## config.mk

```make
export PLATFORM = sky130hd
export DESIGN_NAME = soc_periph_arbiter
export DESIGN_NICKNAME = d
export VERILOG_FILES = /design/src/rtl/soc_periph_arbiter_pkg.sv /design/src/rtl/soc_periph_arbiter_soc_addr_decode.sv /design/src/rtl/soc_periph_arbiter.sv
export SDC_FILE = /design/constraint.sdc
export NUM_CORES = 1
export LEC_CHECK = 0
export CORE_AREA = 8 8 345 347
export DETAILED_ROUTE_END_ITERATION = 8
export DIE_AREA = 0 0 353 355
export GPL_ROUTABILITY_DRIVEN = 0
export PLACE_DENSITY = 0.42
export SLEW_MARGIN = 0
export SYNTH_ARGS = -nofsm -noshare
export SYNTH_HDL_FRONTEND = slang
export SYNTH_HIERARCHICAL = 1
export SYNTH_SLANG_ARGS = --single-unit
export TNS_END_PERCENT = 50
```

## constraint.sdc

```tcl
create_clock -name clk_i -period 3.4 [get_ports clk_i]
set_input_delay 0.34 -clock clk_i [delete_from_list [all_inputs] [get_ports clk_i]]
set_output_delay 0.34 -clock clk_i [all_outputs]
set_load 0.02 [all_outputs]
```

## src/rtl/soc_periph_arbiter_pkg.sv

```systemverilog
// Shared SoC package: slave index map, address windows and arbiter FSM states.
// Pure declarations, no timing or flow control of its own.
// The decode-error states exist only when SOC_ARB_DECERR_EN is defined.
package soc_periph_arbiter_pkg;

  localparam int NB_PERIPHERALS = 5;

  typedef enum int unsigned {
    DRAM  = 0,
    UART  = 1,
    CLINT = 2,
    PERIP = 3,
    DEBUG = 4
  } axi_slaves_e;

  localparam logic [63:0] DEBUG_BASE   = 64'h0000_0000;
  localparam logic [63:0] DEBUG_LENGTH = 64'h0000_1000;
  localparam logic [63:0] CLINT_BASE   = 64'h0200_0000;
  localparam logic [63:0] CLINT_LENGTH = 64'h000C_0000;
  localparam logic [63:0] UART_BASE    = 64'h1000_0000;
  localparam logic [63:0] UART_LENGTH  = 64'h0000_1000;
  localparam logic [63:0] PERIP_BASE   = 64'h2000_0000;
  localparam logic [63:0] PERIP_LENGTH = 64'h6000_0000;
  localparam logic [63:0] DRAM_BASE    = 64'h8000_0000;
  localparam logic [63:0] DRAM_LENGTH  = 64'h4000_0000;

  // Indexed by axi_slaves_e (element 0 is DRAM)
  localparam logic [NB_PERIPHERALS-1:0][63:0] SLAVE_BASE =
    {DEBUG_BASE, PERIP_BASE, CLINT_BASE, UART_BASE, DRAM_BASE};
  localparam logic [NB_PERIPHERALS-1:0][63:0] SLAVE_LENGTH =
    {DEBUG_LENGTH, PERIP_LENGTH, CLINT_LENGTH, UART_LENGTH, DRAM_LENGTH};

  typedef enum logic [2:0] {
    ST_IDLE        = 3'd0,
    ST_REQ         = 3'd1,
    ST_RESP        = 3'd2
`ifdef SOC_ARB_DECERR_EN
    ,
    ST_DECERR      = 3'd3,
    ST_DECERR_RESP = 3'd4
`endif
  } arb_state_e;

endpackage

```

## src/rtl/soc_periph_arbiter_soc_addr_decode.sv

```systemverilog
// Address decoder: maps a request address onto the one-hot slave window it hits.
// Purely combinational, zero latency.
// No flow control; miss_o flags an address outside every window.
module soc_addr_decode
  import soc_periph_arbiter_pkg::*;
#(
  parameter int AddrWidth = 64
) (
  input  logic [AddrWidth-1:0]      addr_i,
  output logic [NB_PERIPHERALS-1:0] slave_o,
  output logic                      miss_o
);

  // Compare at no less than 64 bits so base+length never wraps and upper address bits count
  localparam int CmpWidth = (AddrWidth > 64) ? AddrWidth : 64;

  logic [CmpWidth-1:0] addr_ext;

  assign addr_ext = CmpWidth'(addr_i);

  // Window check per slave: base inclusive, base+length exclusive
  always_comb begin
    slave_o = '0;
    for (int s = 0; s < NB_PERIPHERALS; s++) begin
      slave_o[s] = (addr_ext >= CmpWidth'(SLAVE_BASE[s])) &&
                   (addr_ext <  (CmpWidth'(SLAVE_BASE[s]) + CmpWidth'(SLAVE_LENGTH[s])));
    end
    miss_o = ~|slave_o;
  end

endmodule

```

## src/rtl/soc_periph_arbiter.sv

```systemverilog
// Round-robin arbiter from NrMasters onto address-mapped slaves, one transaction outstanding.
// Latency: request to s_req_o 1 cycle; one IDLE cycle between back-to-back transactions.
// Masters hold m_req_i until m_gnt_o; slaves stall via s_gnt_i/s_rvalid_i. Miss handling set by SOC_ARB_DECERR_EN.
module soc_periph_arbiter
  import soc_periph_arbiter_pkg::*;
#(
  parameter int NrMasters = 2,
  parameter int NrSlaves  = 5,
  parameter int AddrWidth = 64,
  parameter int DataWidth = 64
) (
  input  logic                                  clk_i,
  input  logic                                  rst_ni,
  input  logic [NrMasters-1:0]                  m_req_i,
  input  logic [NrMasters-1:0][AddrWidth-1:0]   m_addr_i,
  input  logic [NrMasters-1:0]                  m_we_i,
  input  logic [NrMasters-1:0][DataWidth/8-1:0] m_be_i,
  input  logic [NrMasters-1:0][DataWidth-1:0]   m_wdata_i,
  output logic [NrMasters-1:0]                  m_gnt_o,
  output logic [NrMasters-1:0]                  m_rvalid_o,
  output logic [NrMasters-1:0][DataWidth-1:0]   m_rdata_o,
  output logic [NrMasters-1:0]                  m_err_o,
  output logic [NrSlaves-1:0]                   s_req_o,
  output logic [AddrWidth-1:0]                  s_addr_o,
  output logic                                  s_we_o,
  output logic [DataWidth/8-1:0]                s_be_o,
  output logic [DataWidth-1:0]                  s_wdata_o,
  input  logic [NrSlaves-1:0]                   s_gnt_i,
  input  logic [NrSlaves-1:0]                   s_rvalid_i,
  input  logic [NrSlaves-1:0][DataWidth-1:0]    s_rdata_i,
  input  logic [NrSlaves-1:0]                   s_err_i
);

  localparam int IdxWidth = (NrMasters > 1) ? $clog2(NrMasters) : 1;
`ifndef SOC_ARB_DECERR_EN
  // Unmapped addresses fall through to DRAM
  localparam logic [NrSlaves-1:0] DramSel = NrSlaves'(1) << int'(DRAM);
`endif

  arb_state_e                  state_q;
  logic [IdxWidth-1:0]         rr_ptr_q;
  logic [IdxWidth-1:0]         winner_q;
  logic [NrSlaves-1:0]         slave_q;
  logic [AddrWidth-1:0]        addr_q;
  logic                        we_q;
  logic [DataWidth/8-1:0]      be_q;
  logic [DataWidth-1:0]        wdata_q;

  logic [IdxWidth-1:0]         cand;
  logic [IdxWidth-1:0]         arb_idx;
  logic                        arb_found;
  logic [IdxWidth-1:0]         next_ptr;
  logic [NB_PERIPHERALS-1:0]   dec_slave;
  logic                        dec_miss;
  logic                        sel_gnt;
  logic                        sel_rvalid;
  logic [DataWidth-1:0]        sel_rdata;
  logic                        sel_err;

  // Round-robin pick: first requester at or after the priority pointer
  always_comb begin
    arb_idx   = rr_ptr_q;
    arb_found = 1'b0;
    cand      = '0;
    for (int i = 0; i < NrMasters; i++) begin
      cand = IdxWidth'((int'(rr_ptr_q) + i) % NrMasters);
      if (!arb_found && m_req_i[cand]) begin
        arb_idx   = cand;
        arb_found = 1'b1;
      end
    end
  end

  assign next_ptr = (int'(arb_idx) == NrMasters - 1) ? '0 : arb_idx + 1'b1;

  soc_addr_decode #(
    .AddrWidth (AddrWidth)
  ) u_decode (
    .addr_i  (m_addr_i[arb_idx]),
    .slave_o (dec_slave),
    .miss_o  (dec_miss)
  );

  // Only the latched slave's handshakes and response are looked at
  always_comb begin
    sel_gnt    = |(s_gnt_i & slave_q);
    sel_rvalid = |(s_rvalid_i & slave_q);
    sel_rdata  = '0;
    sel_err    = 1'b0;
    for (int s = 0; s < NrSlaves; s++) begin
      if (slave_q[s]) begin
        sel_rdata = sel_rdata | s_rdata_i[s];
        sel_err   = sel_err | s_err_i[s];
      end
    end
  end

  // Outputs decoded from state; everything is zero in IDLE, hence during reset
  always_comb begin
    s_req_o    = '0;
    m_gnt_o    = '0;
    m_rvalid_o = '0;
    m_rdata_o  = '0;
    m_err_o    = '0;
    case (state_q)
      ST_REQ: begin
        s_req_o = slave_q;
        if (sel_gnt) m_gnt_o[winner_q] = 1'b1;
      end
      ST_RESP: begin
        if (sel_rvalid) begin
          m_rvalid_o[winner_q] = 1'b1;
          m_rdata_o[winner_q]  = sel_rdata;
          m_err_o[winner_q]    = sel_err;
        end
      end
`ifdef SOC_ARB_DECERR_EN
      ST_DECERR:      m_gnt_o[winner_q] = 1'b1;
      ST_DECERR_RESP: begin
        m_rvalid_o[winner_q] = 1'b1;
        m_err_o[winner_q]    = 1'b1;
      end
`endif
      default: ;
    endcase
  end

  assign s_addr_o  = addr_q;
  assign s_we_o    = we_q;
  assign s_be_o    = be_q;
  assign s_wdata_o = wdata_q;

  // FSM, round-robin pointer and latched winner payload
  always_ff @(posedge clk_i or negedge rst_ni) begin
    if (!rst_ni) begin
      state_q  <= ST_IDLE;
      rr_ptr_q <= '0;
      winner_q <= '0;
      slave_q  <= '0;
      addr_q   <= '0;
      we_q     <= 1'b0;
      be_q     <= '0;
      wdata_q  <= '0;
    end else begin
      case (state_q)
        ST_IDLE: begin
          if (arb_found) begin
            winner_q <= arb_idx;
            rr_ptr_q <= next_ptr;
            addr_q   <= m_addr_i[arb_idx];
            we_q     <= m_we_i[arb_idx];
            be_q     <= m_be_i[arb_idx];
            wdata_q  <= m_wdata_i[arb_idx];
`ifdef SOC_ARB_DECERR_EN
            slave_q  <= dec_miss ? '0 : NrSlaves'(dec_slave);
            state_q  <= dec_miss ? ST_DECERR : ST_REQ;
`else
            slave_q  <= dec_miss ? DramSel : NrSlaves'(dec_slave);
            state_q  <= ST_REQ;
`endif
          end
        end
        ST_REQ:         if (sel_gnt) state_q <= ST_RESP;
        ST_RESP:        if (sel_rvalid) state_q <= ST_IDLE;
`ifdef SOC_ARB_DECERR_EN
        ST_DECERR:      state_q <= ST_DECERR_RESP;
        ST_DECERR_RESP: state_q <= ST_IDLE;
`endif
        default:        state_q <= ST_IDLE;
      endcase
    end
  end

endmodule

```

==> run metrics <==
VDD IR max=0.530 mV; DP HPWL=90.3 mm; die area=125000 um2; total track usage=17.2%; Final Hold Fails=0; Avg Inst Size Synth=7.72 um2; critical path peak fanout=17; most common cell after layout, fill and taps aside=clkdlybuf4s50_1; Hold Path Class=input pin to async pin; Worst R2R Path Depth=11; drt pass-1 iters=7; net load switching power=0.00668 W; CTS max path bufs=2; Int Pwr=0.00728 W; Die H=355 um; slew of the pin with the lowest slew margin=0.904 ns; Overflow after GRT=0; worst slack, placed=-0.0578 ns; capture point of the worst reg-to-reg path=slave_q[1]$_DFFE_PN0P_; most frequent cells in the layout=clkdlybuf4s50_1, o21ai_0, nand3_1, dfrtp_1, nand2_1; CP Capture Type=output port; number of buffers created by CTS=17; critical path arrival=2.97 ns; Area growth, synth to finish=109%; Total Wirelength=113 mm; Final Max Slew Viols=0; vias in the first global route=16007; Gate power share=61.7%; vias per inst=4.16; initial core utilization=9.33%; Gate Count Post-Synth=1373; share of post-route cells with drive strength above 1=12.3%; FF-to-FF setup slack=0.43 ns; Fill cells=12833; dpl cell area=21400 um2; IO Count=889; Chip Width=353 um; CTS clk-pin slew, worst paths=0.07 ns; end of the critical path=m_gnt_o[1]; clock tree sinks=146; Clock Power Share=15.0%; first-pass GRT wire length=149 mm; largest net degree at the start of global routing=144; CTS tree=done; max cap viols=0; Routed Antenna Nets=0; fin crit period=3.31 ns; post-route design area=22100 um2; RSZ-0062 raised after global routing=true; Max-slew headroom=39.8%; Leak Pwr=8.08 nW; CP required=3.06 ns; initial antenna violation count=80; DRC Markers=0; Fmax achieved=303 MHz; drt wl/cell=30.1 um; worst clock skew=0.0118 ns; status=finished, final reports clean; Skew-Pair Late Insertion Delay=0.50 ns; H-tree Lvls=4; CP Class=flip-flop to output port; final setup violation count=0; total power=0.0140 W; vias=15639; worst r2r src=rr_ptr_q$_DFFE_PN0P_; Switching Fraction=47.8%; Yosys warning count=6; num rows=124; Initial DRC Count=1478; clk root buf=clkbuf_16; worst hold slack=0.398 ns; sequential power share=23.3%; # nets final=2819; core area=114000 um2; power per cell area=631 nW/um2; Tcrit/Tclk final=97.2%; CP Launch Point=slave_q[4]$_DFFE_PN0P_; IO Port Bufs=888; Mapped Area=10600 um2; critical path launch point type=flip-flop; setup ws final=0.0945 ns; Mapped Nets=1986
sequential cells by signal (all words and copies together), names as in the netlist:
register and cells:
slave_q 5, rr_ptr_q 1, s_addr_o 64, s_we_o 1, s_wdata_o 64, winner_q 1, s_be_o 8, state_q 2
per-layer routing:
layer | track usage [%] | routed length, um
met1 | 18.1 | 40300
met2 | 31.1 | 59000
met3 | 5.05 | 8340
met4 | 8.39 | 5500
met5 | 0 | 85
through the flow:
| step | util (%) | setup TNS, ns | std cells |
|---|---|---|---|
| 2_1_floorplan | - | 0 | 1373 |
| 3_3_place_gp | 18.8 | -1.15 | 3680 |
| 3_5_place_dp | 18.8 | -0.551 | 3680 |
| 4_1_cts | 19.4 | -3.89 | 3728 |
| 5_1_grt | 19.5 | -0.298 | 3754 |
| 6_report | 19.5 | 0 | 3762 |
final cells by class:
type	count	area, um2	share of cell area [%]
well taps	1512	1890	8.55
diodes	31	77.6	0.351
flip-flops and latches	146	3670	16.6
multi-input cells	1007	6040	27.3
inverters	55	206	0.933
repair buffers	979	9650	43.6
clock inverters	15	165	0.746
clock buffers	17	425	1.92
worst min-delay path by stage:
stage | start | to | depth (start not counted)
floorplan | rst_ni | rr_ptr_q$_DFFE_PN0P_ | 0
global placement | rst_ni | s_wdata_o[29]$_DFFE_PN0P_ | 1
detailed placement | rst_ni | s_wdata_o[29]$_DFFE_PN0P_ | 1
CTS | m_addr_i[4] | s_addr_o[4]$_DFFE_PN0P_ | 3
global route | m_addr_i[0] | s_addr_o[0]$_DFFE_PN0P_ | 3
finish | rst_ni | s_wdata_o[18]$_DFFE_PN0P_ | 2
critical path, cell delays in order, from the launching register on:
cell             delay (ns)
dfrtp_4                0.55
buf_4                  0.29
a222oi_1               0.70
nand2_1                0.17
and3_1                 0.22
clkdlybuf4s50_1        0.55
power groups by stage:
stage          logic (W)  registers, W  clock network [W]
4_1_cts          0.00874       0.00326            0.00219
3_3_place_gp     0.00872       0.00328                  0
6_report         0.00861       0.00325            0.00209
3_5_place_dp     0.00870       0.00326                  0
2_1_floorplan    0.00310       0.00397                  0
5_1_grt          0.00919       0.00334            0.00224
timing repair:
item / in CTS / in global routing
setup buffers: 11 / 3
hold buffers: 1 / 0
resized for setup: 390 / 14
pin swaps: 3 / 2
hold endpoints to repair: 60 / 0
cloned: 4 / 0
endpoints found under the setup margin: 132 / 24
Note: power is estimated with default switching activity, not from simulation.
